[config.mk]
export PLATFORM = sky130hd
export DESIGN_NAME = ram_bist_ctrl
export DESIGN_NICKNAME = d
export VERILOG_FILES = /design/src/rtl/ram_bist_ctrl.sv
export SDC_FILE = /design/constraint.sdc
export NUM_CORES = 1
export LEC_CHECK = 0
export ABC_AREA = 0
export CORE_MARGIN = 2
export CORE_UTILIZATION = 45
export CTS_BUF_LIST = sky130_fd_sc_hd__clkbuf_8
export DETAILED_ROUTE_END_ITERATION = 12
export GPL_ROUTABILITY_DRIVEN = 0
export PLACE_DENSITY_LB_ADDON = 0.05
export SLEW_MARGIN = 40
export SYNTH_ARGS = -nofsm -noshare
export SYNTH_HDL_FRONTEND = slang
export SYNTH_SLANG_ARGS = --single-unit
[constraint.sdc]
create_clock -name i_clk -period 2.8 [get_ports i_clk]
set_input_delay 0.7 -clock i_clk [delete_from_list [all_inputs] [get_ports i_clk]]
set_output_delay 0.7 -clock i_clk [all_outputs]
set_load 0.005 [all_outputs]
[src/rtl/ram_bist_ctrl.sv]
// Two-pass write/read-back self-test master for a small synchronous RAM (P(a)=a^seed, then ~P(a)).
// Latency: 4*RAM_DEPTH+2 busy cycles from accepted start, then a one-cycle done pulse; no backpressure, start ignored unless idle.
module ram_bist_ctrl #(
    parameter int DATA_WIDTH = 4,
    parameter int ADDR_WIDTH = 8,
    parameter int RAM_DEPTH  = 8,
    parameter int ERR_WIDTH  = 4
) (
    input  logic                  i_clk,
    input  logic                  i_rst_n,
    input  logic                  i_start,
    input  logic [DATA_WIDTH-1:0] i_seed,
    output logic                  o_write_en,
    output logic [ADDR_WIDTH-1:0] o_write_addr,
    output logic [DATA_WIDTH-1:0] o_write_data,
    output logic                  o_read_en,
    output logic [ADDR_WIDTH-1:0] o_read_addr,
    input  logic [DATA_WIDTH-1:0] i_read_data,
    output logic                  o_busy,
    output logic                  o_done,
    output logic                  o_pass,
    output logic [ERR_WIDTH-1:0]  o_err_cnt,
    output logic [ADDR_WIDTH-1:0] o_first_err_addr
);

    typedef enum logic [2:0] {
        S_IDLE,
        S_WR0,
        S_RD0,
        S_CMP0,
        S_WR1,
        S_RD1,
        S_CMP1,
        S_FIN
    } state_t;

    localparam logic [ADDR_WIDTH-1:0] LAST_ADDR = ADDR_WIDTH'(RAM_DEPTH - 1);
    localparam logic [ERR_WIDTH-1:0]  ERR_MAX   = '1;

    function automatic logic [DATA_WIDTH-1:0] pattern(
        input logic [ADDR_WIDTH-1:0] addr,
        input logic [DATA_WIDTH-1:0] sd,
        input logic                  inv
    );
        logic [DATA_WIDTH-1:0] p;
        p = DATA_WIDTH'(addr) ^ sd;
        return inv ? ~p : p;
    endfunction

    state_t                  r_state;
    logic [ADDR_WIDTH-1:0]   r_cnt;
    logic [DATA_WIDTH-1:0]   r_seed;
    logic                    r_rd_vld;
    logic [DATA_WIDTH-1:0]   r_rd_exp;
    logic [ADDR_WIDTH-1:0]   r_rd_addr;
    logic                    r_err_seen;

    logic                    r_write_en;
    logic [ADDR_WIDTH-1:0]   r_write_addr;
    logic [DATA_WIDTH-1:0]   r_write_data;
    logic                    r_read_en;
    logic [ADDR_WIDTH-1:0]   r_read_addr;
    logic                    r_busy;
    logic                    r_done;
    logic                    r_pass;
    logic [ERR_WIDTH-1:0]    r_err_cnt;
    logic [ADDR_WIDTH-1:0]   r_first_err_addr;

    logic                    w_mis;
    logic [ERR_WIDTH-1:0]    w_err_nxt;
    logic                    w_last;
    logic [ADDR_WIDTH-1:0]   w_cnt_inc;
    logic                    w_inv;

    // The compare stage sees the word requested one cycle earlier, so the
    // expected value and its address travel alongside the read request.
    assign w_mis     = r_rd_vld && (i_read_data != r_rd_exp);
    assign w_err_nxt = (w_mis && (r_err_cnt != ERR_MAX)) ? r_err_cnt + 1'b1 : r_err_cnt;
    assign w_last    = (r_cnt == LAST_ADDR);
    assign w_cnt_inc = r_cnt + 1'b1;
    assign w_inv     = (r_state == S_WR1) || (r_state == S_RD1);

    always_ff @(posedge i_clk or negedge i_rst_n) begin
        if (!i_rst_n) begin
            r_state          <= S_IDLE;
            r_cnt            <= '0;
            r_seed           <= '0;
            r_rd_vld         <= 1'b0;
            r_rd_exp         <= '0;
            r_rd_addr        <= '0;
            r_err_seen       <= 1'b0;
            r_write_en       <= 1'b0;
            r_write_addr     <= '0;
            r_write_data     <= '0;
            r_read_en        <= 1'b0;
            r_read_addr      <= '0;
            r_busy           <= 1'b0;
            r_done           <= 1'b0;
            r_pass           <= 1'b0;
            r_err_cnt        <= '0;
            r_first_err_addr <= '0;
        end else begin
            r_rd_vld  <= r_read_en;
            r_rd_exp  <= pattern(r_read_addr, r_seed, w_inv);
            r_rd_addr <= r_read_addr;
            r_err_cnt <= w_err_nxt;
            if (w_mis && !r_err_seen) begin
                r_first_err_addr <= r_rd_addr;
                r_err_seen       <= 1'b1;
            end

            case (r_state)
                S_IDLE: begin
                    r_done <= 1'b0;
                    if (i_start) begin
                        r_seed           <= i_seed;
                        r_err_cnt        <= '0;
                        r_first_err_addr <= '0;
                        r_err_seen       <= 1'b0;
                        r_pass           <= 1'b0;
                        r_busy           <= 1'b1;
                        r_cnt            <= '0;
                        r_write_en       <= 1'b1;
                        r_write_addr     <= '0;
                        r_write_data     <= pattern('0, i_seed, 1'b0);
                        r_state          <= S_WR0;
                    end
                end
                S_WR0, S_WR1: begin
                    if (w_last) begin
                        r_cnt        <= '0;
                        r_write_en   <= 1'b0;
                        r_write_addr <= '0;
                        r_write_data <= '0;
                        r_read_en    <= 1'b1;
                        r_read_addr  <= '0;
                        r_state      <= (r_state == S_WR0) ? S_RD0 : S_RD1;
                    end else begin
                        r_cnt        <= w_cnt_inc;
                        r_write_addr <= w_cnt_inc;
                        r_write_data <= pattern(w_cnt_inc, r_seed, w_inv);
                    end
                end
                S_RD0, S_RD1: begin
                    if (w_last) begin
                        r_cnt       <= '0;
                        r_read_en   <= 1'b0;
                        r_read_addr <= '0;
                        r_state     <= (r_state == S_RD0) ? S_CMP0 : S_CMP1;
                    end else begin
                        r_cnt       <= w_cnt_inc;
                        r_read_addr <= w_cnt_inc;
                    end
                end
                S_CMP0: begin
                    r_cnt        <= '0;
                    r_write_en   <= 1'b1;
                    r_write_addr <= '0;
                    r_write_data <= pattern('0, r_seed, 1'b1);
                    r_state      <= S_WR1;
                end
                S_CMP1: begin
                    // The final read word is still being scored this cycle.
                    r_busy  <= 1'b0;
                    r_done  <= 1'b1;
                    r_pass  <= (w_err_nxt == '0);
                    r_state <= S_FIN;
                end
                S_FIN: begin
                    r_done  <= 1'b0;
                    r_state <= S_IDLE;
                end
                default: begin
                    r_state <= S_IDLE;
                end
            endcase
        end
    end

    assign o_write_en       = r_write_en;
    assign o_write_addr     = r_write_addr;
    assign o_write_data     = r_write_data;
    assign o_read_en        = r_read_en;
    assign o_read_addr      = r_read_addr;
    assign o_busy           = r_busy;
    assign o_done           = r_done;
    assign o_pass           = r_pass;
    assign o_err_cnt        = r_err_cnt;
    assign o_first_err_addr = r_first_err_addr;

endmodule
# --- After elaboration in Yosys (flattened, before gate mapping) ---
# Index checks and enable logic that the tools add are counted.
totals:
  elab_cells: 96
  output_inout_bits: 37
  in_bits: 11
  regBits: 66
op_classes:
  bitwise_logic: 5
  muxes: 35
  eq_ne: 13
  reduce_logical: 24
  add_sub_neg: 2
ops:
  columns: ["operator", "count"]
  rows:
  - ["2-to-1 mux 8 bit", 6]
  - ["one-hot mux 8 bit (3 select lines)", 2]
  - ["2-to-1 mux 4 bit", 7]
  - ["one-hot mux 3 bit (6 select lines)", 1]
  - ["one-hot mux 8 bit (2 select lines)", 1]
  - ["2-to-1 mux 3 bit", 5]
  - ["== test 3 bit (second input constant)", 4]
  - ["inverter 4 bit", 3]
  - ["one-hot mux 4 bit (3 select lines)", 1]
  - ["AND reduction 2 bit", 5]
  - ["AND reduction 3 bit", 3]
  - ["adder 8 x 1 -> 8 bit (second input constant)", 1]
  - ["== test 8 x 3 -> 1 bit (second input constant)", 1]
  - ["one-hot mux 1 bit (2 select lines)", 4]
  - ["bitwise XOR 4 bit", 2]
  - ["2-to-1 mux 1 bit", 7]
  - ["== test 3 x 2 -> 1 bit (second input constant)", 2]
  - ["!= test 2 bit (second input constant)", 3]
  - ["nonzero test 2 bit", 3]
  - ["nonzero test 3 bit", 2]
  - ["OR reduction 2 bit", 3]
  - ["adder 4 x 1 -> 4 bit (second input constant)", 1]
  - ["zero test 4 bit", 1]
  - ["!= test 4 bit", 1]
  - ["other kinds (8)", 10]

# --- Longest topological paths before layout ---
logic_depth:
  depth_word: 6
  ltp_mapped: 8
  ltp_nobuf: 7

# --- Worst setup path before layout ---
# Ideal clock, no wire load.
synth_path:
  kind: "input-to-reg"
  startpoint: "input port i_read_data[1]"
  endpoint: "register r_pass, in the netlist o_pass"
  setup_time_ns: 0.120
  arrival_time_ns: 1.912
  stages: 5
  slack_ns: 0.768
  required_time_ns: 2.680
  path_buffers: 0
  cell_sequence: "xor2_1 o41ai_2 o31ai_1 and4b_1 a31o_2"
synth_via:
  elab_chain_cells: 6
synth_rtl:
  columns: ["item", "line", "text"]
  rows:
  - ["from (decl)", "18", "input logic [DATA_WIDTH-1:0] i_read_data,"]
  - ["!= test 4 bit", "77", "assign w_mis = r_rd_vld && (i_read_data != r_rd_exp);"]
  - ["logical AND 1 bit", "77", null]
  - ["logical AND 1 bit", "78", "assign w_err_nxt = (w_mis && (r_err_cnt != ERR_MAX)) ? r_err_cnt + 1'b1 : r_err_cnt;"]
  - ["2-to-1 mux 4 bit", "78", null]
  - ["zero test 4 bit", "166", "r_pass <= (w_err_nxt == '0);"]
  - ["one-hot mux 1 bit (2 select lines)", "112", "case (r_state)"]
  - ["to (signal assigned)", "166", null]
  - ["to (decl)", "65", "logic r_pass;"]
# No other way between the ends.
# A chain may end at the register's enable or synchronous reset.

# --- Worst setup path after layout ---
layout_path:
  startpoint: "register r_state[0]"
  endpoint: "register r_write_data[3], in the netlist o_write_data[3]"
layout_via:
  elab_chain_cells: 5
  word_cells_on_any_way: 13
  cone_classes: "eq/ne: 5; mux: 3; reduce/logical: 5"
layout_rtl:
  columns: ["item", "line", "text"]
  rows:
  - ["from (decl)", "50", "state_t r_state;"]
  - ["from (signal assigned)", "137", "r_state <= (r_state == S_WR0) ? S_RD0 : S_RD1;"]
  - ["from (signal assigned)", "149", "r_state <= (r_state == S_RD0) ? S_CMP0 : S_CMP1;"]
  - ["== test 3 bit, on equally long branches", "81, 112", null]
  - ["logical OR 1 bit", "81", "assign w_inv = (r_state == S_WR1) || (r_state == S_RD1);"]
  - ["2-to-1 mux 4 bit", "47", "return inv ? ~p : p;"]
  - ["2-to-1 mux 4 bit", "130", "if (w_last) begin"]
  - ["one-hot mux 4 bit (3 select lines)", "112", null]
  - ["to (signal assigned)", "125", "r_write_data <= pattern('0, i_seed, 1'b0);"]
  - ["to (signal assigned)", "141", "r_write_data <= pattern(w_cnt_inc, r_seed, w_inv);"]
  - ["to (signal assigned)", "159", "r_write_data <= pattern('0, r_seed, 1'b1);"]
  - ["to (decl)", "60", "logic [DATA_WIDTH-1:0] r_write_data;"]
# Several ways; a longest one is shown, not always the timed one.

==> run metrics <==
status complete, no violations; Max Slew Vio Count 0; area leader, netlist dfrtp_1; Top FF cell, synth dfrtp_1; postcts setup bufs 0; Root Driver clkbuf_8; MaxCap Viol Count 0; met3 WL 296 um; Initial Util 46.6%; Pre-antenna DRT Iters 4; DRC Markers 0; wire length on met1 roughly 3000 um; startpoint types flip-flop; Warnings, synthesis 0; Critical Path RT 3.03 ns; setup ws final about 0.56 ns; uppermost layer routed met4; WL final 6260 um; DP Cell Count 385; clk buf depth 2; Via Count 2117; Routed Antenna Nets 0; post-synthesis net count 280; Setup WS pre-CTS 0.231 ns; Synth Register Bits 66; min-delay worst type in -> async; synthesized area 0.00298 mm2; FFs w/ async S/R, synth 100%; num rows 29; Buffers on Ports 47; Synth Area in Compound Gates 13.8%; met2 WL post-DR 2920 um; Post-CTS Hold Buffers 0; clk_lat worst skew 0.35 ns; largest family of logic cells by synthesized area compound AO/OA/AOI/OAI gates; # IOs 48; CTS HTree Levels 3; Data arrival, critical path 2.47 ns; Worst Setup End Kind flip-flop; first-pass GRT wire length 10400 um; Worst VDD drop 0.807 mV; multiplexer share of the synthesized area under 10%; total track usage a little under a fifth; Core Area 0.00639 mm2; Layout area overhead 26.4%; ant diodes 0; dominant cells by area after synthesis dfrtp_1 (55%), mux2i_1 (3.7%), xor2_1 (3.5%); Post-Syn Area per Cell around 11 um2; clk_skew 0.00930 ns; crit path time final ~2.2 ns; Adder-Cell Fraction of Synth Area 2.94%; Die H 85.4 um; Pleak 1.66 nW; Max Fclk 446 MHz; setup violators final 0; Slew HR 58.5%; initial antenna violation count 0; Period Utilization, post-route 80.1%; share of cells above drive strength 1 12.7%; DR WL/cell 15.6 um; Worst Tran Pin Value roughly 0.62 ns; TritonCTS buffer count 9; Post-CTS Resized 0; fin cells 401; post-synthesis simple-gate area fraction around 12%; largest net degree at the start of global routing between 40 and 50; Final Net Count 337; XOR/XNOR share of the synthesized area 6.76%; DIE WIDTH 85.4 um; PD cells 1060 mW/mm2; post-synthesis sequential area ratio 55.4%; Post-Syn Instances 262; die area 0.00729 mm2; number of global-route vias before repair approximately 2100; CP max FO 8; total clock sinks between 60 and 70; CTS clk-pin slew, worst paths roughly 0.07 ns; CTS tree done; Vias/cell 5.28; Yosys cell types 43; Detailed Route Iter0 Violations 50; TNS Setup 0 ns; grt total ovfl 0; detailed-placement wirelength estimate about 4500 um; post-synth top area share 55.4%; Hold Vio Cnt, Final 0; RSZ-0062 raised after global routing false; crit path kind reg -> reg; Tot Pwr around 4.0 mW; EDFF count, synth 0
## flip-flops by register name (all words and copies together), names as in the netlist, 3 cells and up
register and cells:
o_err_cnt 4, o_first_err_addr 8, o_read_addr 8, o_write_addr 8, o_write_data 4, r_cnt 8
r_rd_addr 8, r_rd_exp 4, r_seed 4, r_state 3
## stage by stage
step / util, % / cell area, um2 / hold slack [ns]
6_report: 59.0 / 3770 / 0.369
5_1_grt: 59.0 / 3770 / 0.422
4_1_cts: 59.0 / 3770 / 0.383
3_5_place_dp: 55.8 / 3560 / 0.397
3_3_place_gp: 55.8 / 3560 / 0.402
2_1_floorplan: - / 2980 / 0.396
## layout by cell type (no fill, tap or decap), types with 2 or more instances in the layout
cell type         n
nor2b_1           2
mux2i_1          11
buf_4             5
and2_1            2
a31oi_1           2
mux2_2            8
nand2b_1          5
xor2_1           12
and3_1            2
o31ai_1           8
xnor2_1          11
o221ai_1          3
ha_1              7
or3_1             3
nor2_1           19
o21ai_0          19
a21o_1            3
o2bb2ai_1         8
clkinv_4          4
nand3_1           9
dfrtp_1          66
clkbuf_8          9
a21oi_1           6
inv_1             6
nand2_1          22
o21ai_1           3
clkdlybuf4s50_1  46
nor3_1            2
## cells in the mapped netlist (5+ instances only)
| cell | instances |
|---|---|
| dfrtp_1 | 66 |
| nand2_1 | 22 |
| nor2_1 | 19 |
| o21ai_0 | 19 |
| xor2_1 | 12 |
| mux2i_1 | 11 |
| xnor2_1 | 11 |
| nand3_1 | 9 |
| mux2_2 | 8 |
| o2bb2ai_1 | 8 |
| o31ai_1 | 8 |
| ha_1 | 7 |
| a21oi_1 | 6 |
| inv_1 | 6 |
| clkbuf_1 | 5 |
| nand2b_1 | 5 |
## metal layers
metal	up-vias	global-route usage, %
met5	-	0
met4	0	7.79
met3	6	3.70
met2	40	28.4
met1	1033	25.5
li1	1038	-
## worst max-delay path: stages, from the launching register on
cell	delay, ns
dfrtp_1	0.43
inv_1	0.10
ha_1	0.30
o21ai_1	0.42
xor2_1	0.31
xnor2_1	0.17
o221ai_1	0.14
mux2_2	0.27
## cells by family (layout without fill, tap and decap cells)
| group | Yosys count | in the layout |
|---|---|---|
| adders and majority gates | 7 | 7 |
| buffers and inverters | 13 | 75 |
| xor gates and xnor gates | 23 | 23 |
| and+or+nand+nor | 74 | 74 |
| AOI/OAI and AO/OA | 60 | 60 |
| DFF | 66 | 66 |
| muxes | 19 | 19 |
## worst paths after layout
kind	startpoint	to	slack [ns]	cells after the start
worst min-delay path	i_rst_n	o_err_cnt[1]$_DFF_PN0_	0.37	1
min in group i_clk	o_read_addr[5]$_DFFE_PN0P_	r_rd_addr[5]$_DFF_PN0_	0.41	0
worst max register to register	r_state[0]$_DFFE_PN0P_	o_write_data[3]$_DFFE_PN0P_	0.56	7
worst max-delay path	r_state[0]$_DFFE_PN0P_	o_write_data[3]$_DFFE_PN0P_	0.56	7
worst min register to register	o_read_addr[5]$_DFFE_PN0P_	r_rd_addr[5]$_DFF_PN0_	0.41	0
max in group asynchronous	i_rst_n	o_read_addr[1]$_DFFE_PN0P_	1.81	2
## layout make-up
| class | instances | area, um2 |
|---|---|---|
| tap | 77 | 96.3 |
| inverter | 6 | 22.5 |
| timing repair buffer | 53 | 523 |
| clock inverter | 7 | 78.8 |
| fill | 564 | 2620 |
| clock buffer | 9 | 124 |
| multi-input combinational | 183 | 1270 |
| sequential | 66 | 1650 |
## power breakdown
part	switching, mW	internal [mW]	total [mW]
clock network	0.392	0.418	0.810
logic	0.929	0.844	1.77
registers	0.219	1.21	1.43
Power figures use the tool's default switching activity.
